$ cat src/rtl/key_expansion.sv
// AES-128 key schedule: expands one cipher key into 11 stored round keys, readable by index.
// Latency: start at edge k writes rk[i] at edge k+i; done pulses in the cycle after edge k+11.
// Backpressure: none; start is ignored while busy, and round_key is a combinational read.
module key_expansion #(
    parameter int NR = 10
) (
    input  logic         clk,
    input  logic         reset,
    input  logic         start,
    input  logic [127:0] key,
    input  logic [3:0]   rk_index,
    output logic [127:0] round_key,
    output logic         busy,
    output logic         done,
    output logic         keys_valid
);

    typedef enum logic [1:0] {IDLE, EXPAND, FINISH} state_t;

    localparam logic [7:0] SBOX [256] = '{
        8'h63, 8'h7c, 8'h77, 8'h7b, 8'hf2, 8'h6b, 8'h6f, 8'hc5, 8'h30, 8'h01, 8'h67, 8'h2b, 8'hfe, 8'hd7, 8'hab, 8'h76,
        8'hca, 8'h82, 8'hc9, 8'h7d, 8'hfa, 8'h59, 8'h47, 8'hf0, 8'had, 8'hd4, 8'ha2, 8'haf, 8'h9c, 8'ha4, 8'h72, 8'hc0,
        8'hb7, 8'hfd, 8'h93, 8'h26, 8'h36, 8'h3f, 8'hf7, 8'hcc, 8'h34, 8'ha5, 8'he5, 8'hf1, 8'h71, 8'hd8, 8'h31, 8'h15,
        8'h04, 8'hc7, 8'h23, 8'hc3, 8'h18, 8'h96, 8'h05, 8'h9a, 8'h07, 8'h12, 8'h80, 8'he2, 8'heb, 8'h27, 8'hb2, 8'h75,
        8'h09, 8'h83, 8'h2c, 8'h1a, 8'h1b, 8'h6e, 8'h5a, 8'ha0, 8'h52, 8'h3b, 8'hd6, 8'hb3, 8'h29, 8'he3, 8'h2f, 8'h84,
        8'h53, 8'hd1, 8'h00, 8'hed, 8'h20, 8'hfc, 8'hb1, 8'h5b, 8'h6a, 8'hcb, 8'hbe, 8'h39, 8'h4a, 8'h4c, 8'h58, 8'hcf,
        8'hd0, 8'hef, 8'haa, 8'hfb, 8'h43, 8'h4d, 8'h33, 8'h85, 8'h45, 8'hf9, 8'h02, 8'h7f, 8'h50, 8'h3c, 8'h9f, 8'ha8,
        8'h51, 8'ha3, 8'h40, 8'h8f, 8'h92, 8'h9d, 8'h38, 8'hf5, 8'hbc, 8'hb6, 8'hda, 8'h21, 8'h10, 8'hff, 8'hf3, 8'hd2,
        8'hcd, 8'h0c, 8'h13, 8'hec, 8'h5f, 8'h97, 8'h44, 8'h17, 8'hc4, 8'ha7, 8'h7e, 8'h3d, 8'h64, 8'h5d, 8'h19, 8'h73,
        8'h60, 8'h81, 8'h4f, 8'hdc, 8'h22, 8'h2a, 8'h90, 8'h88, 8'h46, 8'hee, 8'hb8, 8'h14, 8'hde, 8'h5e, 8'h0b, 8'hdb,
        8'he0, 8'h32, 8'h3a, 8'h0a, 8'h49, 8'h06, 8'h24, 8'h5c, 8'hc2, 8'hd3, 8'hac, 8'h62, 8'h91, 8'h95, 8'he4, 8'h79,
        8'he7, 8'hc8, 8'h37, 8'h6d, 8'h8d, 8'hd5, 8'h4e, 8'ha9, 8'h6c, 8'h56, 8'hf4, 8'hea, 8'h65, 8'h7a, 8'hae, 8'h08,
        8'hba, 8'h78, 8'h25, 8'h2e, 8'h1c, 8'ha6, 8'hb4, 8'hc6, 8'he8, 8'hdd, 8'h74, 8'h1f, 8'h4b, 8'hbd, 8'h8b, 8'h8a,
        8'h70, 8'h3e, 8'hb5, 8'h66, 8'h48, 8'h03, 8'hf6, 8'h0e, 8'h61, 8'h35, 8'h57, 8'hb9, 8'h86, 8'hc1, 8'h1d, 8'h9e,
        8'he1, 8'hf8, 8'h98, 8'h11, 8'h69, 8'hd9, 8'h8e, 8'h94, 8'h9b, 8'h1e, 8'h87, 8'he9, 8'hce, 8'h55, 8'h28, 8'hdf,
        8'h8c, 8'ha1, 8'h89, 8'h0d, 8'hbf, 8'he6, 8'h42, 8'h68, 8'h41, 8'h99, 8'h2d, 8'h0f, 8'hb0, 8'h54, 8'hbb, 8'h16
    };

    state_t       state;
    state_t       state_nxt;
    logic [127:0] rk [0:NR];
    logic [127:0] work_key;      // most recently produced round key, source for the next one
    logic [7:0]   rcon;
    logic [3:0]   round_cnt;     // index of the round key written next; NR+1 once all are stored
    logic [31:0]  rot_word;
    logic [31:0]  temp;
    logic [31:0]  w0_nxt, w1_nxt, w2_nxt, w3_nxt;
    logic [127:0] key_nxt;

    // State register
    always_ff @(posedge clk or posedge reset) begin
        if (reset) begin
            state <= IDLE;
        end else begin
            state <= state_nxt;
        end
    end

    // Next-state logic; EXPAND spends one extra cycle at round_cnt == NR+1 before FINISH
    always_comb begin
        state_nxt = state;
        case (state)
            IDLE:    if (start) state_nxt = EXPAND;
            EXPAND:  if (round_cnt == 4'(NR + 1)) state_nxt = FINISH;
            FINISH:  state_nxt = IDLE;
            default: state_nxt = IDLE;
        endcase
    end

    // Outputs decoded from state
    always_comb begin
        busy = (state != IDLE);
        done = (state == FINISH);
    end

    // One key-schedule step: RotWord, SubWord via four S-box lookups, rcon, then the xor chain
    always_comb begin
        rot_word = {work_key[23:0], work_key[31:24]};
        temp     = {SBOX[rot_word[31:24]], SBOX[rot_word[23:16]],
                    SBOX[rot_word[15:8]],  SBOX[rot_word[7:0]]} ^ {rcon, 24'h0};
        w0_nxt   = work_key[127:96] ^ temp;
        w1_nxt   = work_key[95:64]  ^ w0_nxt;
        w2_nxt   = work_key[63:32]  ^ w1_nxt;
        w3_nxt   = work_key[31:0]   ^ w2_nxt;
        key_nxt  = {w0_nxt, w1_nxt, w2_nxt, w3_nxt};
    end

    // Key storage, round counter, rcon and the keys_valid level
    always_ff @(posedge clk or posedge reset) begin
        if (reset) begin
            for (int i = 0; i <= NR; i++) rk[i] <= '0;
            work_key   <= '0;
            rcon       <= 8'h01;
            round_cnt  <= '0;
            keys_valid <= 1'b0;
        end else begin
            case (state)
                IDLE: begin
                    if (start) begin
                        rk[0]      <= key;
                        work_key   <= key;
                        rcon       <= 8'h01;
                        round_cnt  <= 4'd1;
                        keys_valid <= 1'b0;
                    end
                end
                EXPAND: begin
                    if (round_cnt <= 4'(NR)) begin
                        for (int i = 1; i <= NR; i++) begin
                            if (round_cnt == 4'(i)) rk[i] <= key_nxt;
                        end
                        work_key  <= key_nxt;
                        rcon      <= {rcon[6:0], 1'b0} ^ (rcon[7] ? 8'h1b : 8'h00);
                        round_cnt <= round_cnt + 4'd1;
                    end else begin
                        keys_valid <= 1'b1;
                    end
                end
                default: ;
            endcase
        end
    end

    // Round-key read port; indices beyond NR return zero
    always_comb begin
        round_key = '0;
        for (int i = 0; i <= NR; i++) begin
            if (rk_index == 4'(i)) round_key = rk[i];
        end
    end

endmodule

$ cat config.mk
export PLATFORM = sky130hd
export DESIGN_NAME = key_expansion
export DESIGN_NICKNAME = d
export VERILOG_FILES = /design/src/rtl/key_expansion.sv
export SDC_FILE = /design/constraint.sdc
export NUM_CORES = 2
export LEC_CHECK = 0
export CAP_MARGIN = 20
export CORE_ASPECT_RATIO = 1.75
export CORE_MARGIN = 5
export CORE_UTILIZATION = 40
export DETAILED_ROUTE_END_ITERATION = 10
export GPL_ROUTABILITY_DRIVEN = 0
export MAX_ROUTING_LAYER = met4
export SLEW_MARGIN = 20
export SYNTH_ARGS = -nofsm -noshare
export SYNTH_HDL_FRONTEND = slang
export SYNTH_SLANG_ARGS = --single-unit
$ cat constraint.sdc
create_clock -name clk -period 67.5 [get_ports clk]
set_clock_uncertainty 0.05 [all_clocks]
set_input_delay 13.5 -clock clk [delete_from_list [all_inputs] [get_ports clk]]
set_output_delay 13.5 -clock clk [all_outputs]
set_load 0.005 [all_outputs]
==> impl_metrics.ini <==
[power_and_ir_drop]
power_density_mw_per_mm2 = 20.12
clkPwrFrac_pct = 45.8
power_mw = 1.860
ir_worst_vdd_mv = 0.01614
p_sw_mw = 0.4262
leakage_nw = 40.68
swShare_pct = 22.92
intPower_mw = 1.433
p_seq_share_pct = 50.0
pwr-share-comb_pct = 4.3

[synth]
synth.top_cell.area_share_pct = 46.64
async_reset_ff_share_pct = 100.0
ys_warn_count = 0
syn_inst = 9777
synth-edff-count = 0
syn_nets = 9976
synth_cell_type_count = 104
ys_ff_latch = 1551
synth_area_leaders = dfrtp_1, o21ai_0, nand2_1
ys.flop_type = dfrtp_1
ys_seq_area_share_pct = 46.67
synthTopCellsByCount = nand2_1, o21ai_0, dfrtp_1, clkbuf_1, a21oi_1
synth_area_mm2 = 0.08316
synth.most_common_cell = nand2_1
synth.largest_area_cell = dfrtp_1
avgSynthCellArea_um2 = 8.506

[global_routing]
grt_overflow = 0
grt_max_degree = 181
grt_antenna_before_repair = 12
grt_usage_pct = 31.94
grt_pass1_wl_um = 507000
grt_pass1_vias = 72820

[clock_tree]
cts-root-buf = clkbuf_16
clock_sinks = 1551
cts-buffers-inserted = 148
clkTransAtPathRegs_ps = 70
cts_tree = done
htree_num_levels = 4
cts_setup_buffers = 0
cts_buffer_depth = 4
hold_buffers = 0
postCtsResizedCells = 0
clock_latency_ps = 800

[sta]
maxSlewViolCount = 0
hold_viol = 0
fin_crit_sh_pct = 46.65
slew_headroom_pct = 14.36
max_freq_mhz = 31.76
period_minus_slack_ps = 31490
setup_viol = 0
tightest_slew_ps = 1268
rsz0062_at_grt = no
final.setup.tns_ps = 0

[final_layout]
fillers = 20105
syn_to_final_growth_pct = 11.13
fin_nets = 9637
final_core_util_pct = 44.62
drive_gt1_share_pct = 7.499
stdcell_count = 12224

[setup_path]
critPathRequiredTime_ps = 53950
crit_path_start_kind = primary input
cp-end-kind = output pin
crit_path_frequent_cell = a21oi_1
path_cells = buf_6, buf_4, buf_4, mux2_2, a22o_1, a222oi_1, a21oi_1, a21oi_1, a21oi_1, a211oi_1, o21ai_0, clkdlybuf4s50_1
crit_family = buffers and inverters
critPathKind = in -> out
slowest_stage = buf_4
cp.arrival_ps = 17940
critPathMaxStageDelay_ps = 820
critical_path_peak_fanout = 44
crit_buf_inv = 4

[routing]
drt-initial-drc-count = 11205
drc = 0
drt_pass1_iterations = 11
viasPerCell = 6.319
via_count = 77243
wl_per_cell_um = 28.49
drt_wl_total_um = 348300
antenna_left = 0

[floorplanning]
initial_core_util_pct = 40.15
coreArea_mm2 = 0.2071
pin_count = 266
die_w_um = 354.7
die_y_um = 613.2
dieArea_mm2 = 0.2175
rows = 221

[job]
cap_violations = 0

[placement]
dpl.hpwl_um = 234900
place_inst = 11961
numPortBuffers = 265

[run_status]
status = finished, final reports clean

[worst_hold_path]
worstHoldPathType = reg -> reg
-- routing by layer --
metal | up-vias | track usage, % | part of all wire [%]
met4 | 0 | 20.44 | 8.0
met5 | - | - | 0
met3 | 1208 | 5.842 | 9.7
li1 | 33852 | - | -
met2 | 4724 | 47.76 | 44
met1 | 37459 | 40.03 | 38
-- kinds of logic (layout without fill, tap and decap cells) --
kind of cell | count (synthesis) | count (layout) | share of synthesized area [%]
compound gates | 3332 | 3332 | 24.35
xor+xnor | 187 | 187 | 2.382
fa+ha+maj | 64 | 64 | 0.9629
buf+inv | 1039 | 797 | 5.042
flops | 1551 | 1551 | 46.67
mux | 206 | 206 | 3.347
other cells | 0 | 13 | 0
simple gates | 3398 | 3398 | 17.24
-- final cells by class --
type                    instances  area, µm²  share of cell area [%]
multi-input cells            7187      40740                   44.08
flip-flops and latches       1551      38830                   42.02
repair buffers                491       4447                   4.811
clock buffers                 208       4353                   4.710
well taps                    2676       3348                   3.623
clock inverters                39      440.4                  0.4765
inverters                      59      229.0                  0.2477
diodes                         13      32.53                 0.03520
-- worst reg2reg max path, delay by kind of cell (launching register included) --
family,cells,cell delay (ps)
compound gates,3,790
xor+xnor,3,2140
fa+ha+maj,1,1150
buf+inv,2,1250
flops,1,320
simple gates,4,1620
-- state kept, by name, indices dropped and copies added (netlist names) --
| name | cells |
|---|---|
| rcon | 8 |
| work_key | 128 |
| keys_valid | 1 |
| state | 2 |
| round_cnt | 4 |
| rk | 1408 |
-- metrics by stage --
stage	setup slack [ps]	area, µm²	hold WS [ps]
3_3_place_gp	35980	87400	405.2
5_1_grt	35900	92400	444.5
3_5_place_dp	36090	87450	413.1
4_1_cts	36060	92240	428.7
2_1_floorplan	10190	83160	390.5
6_report	36010	92420	424.8
-- power groups by stage --
stage | combinational [mW] | clock, mW | sequential [mW]
after floorplan | 0.0321 | 0 | 0.949
after global placement | 0.0790 | 0 | 0.947
after detailed placement | 0.0791 | 0 | 0.947
after CTS | 0.0794 | 0.862 | 0.929
after global routing | 0.0842 | 0.896 | 0.928
final | 0.0792 | 0.851 | 0.929
-- worst paths after layout --
kind	to	startpoint	slack, ps	depth (start not counted)
setup / recovery	round_key[70]	rk_index[0]	36010	12
hold / removal	rk[347]	rk[347]	420	2
setup reg to reg	rk[1211]	work_key[16]	59990	13
hold reg to reg	rk[347]	rk[347]	420	2
max in group asynchronous	rk[811]	reset	48690	8
min in group asynchronous	rk[239]	reset	13200	2
-- layout by cell type, fill, tap and decap left out, drive strengths merged, types with 67 or more instances in the layout --
cell type      netlist  final
buf                208    227
o21ai             1644   1644
nor3               124    124
nor2               525    525
o211ai              67     67
clkbuf             772    209
xnor2              114    114
nor2b               85     85
nand2             2127   2127
nand2b             102    102
dfrtp             1550   1550
a222oi             107    107
a211oi             111    111
a31oi               75     75
nand3              189    189
a21oi              578    578
a22oi              205    205
clkdlybuf4s50        0    263
mux2i              107    107
No activity file was read; power rests on OpenSTA's default activity.
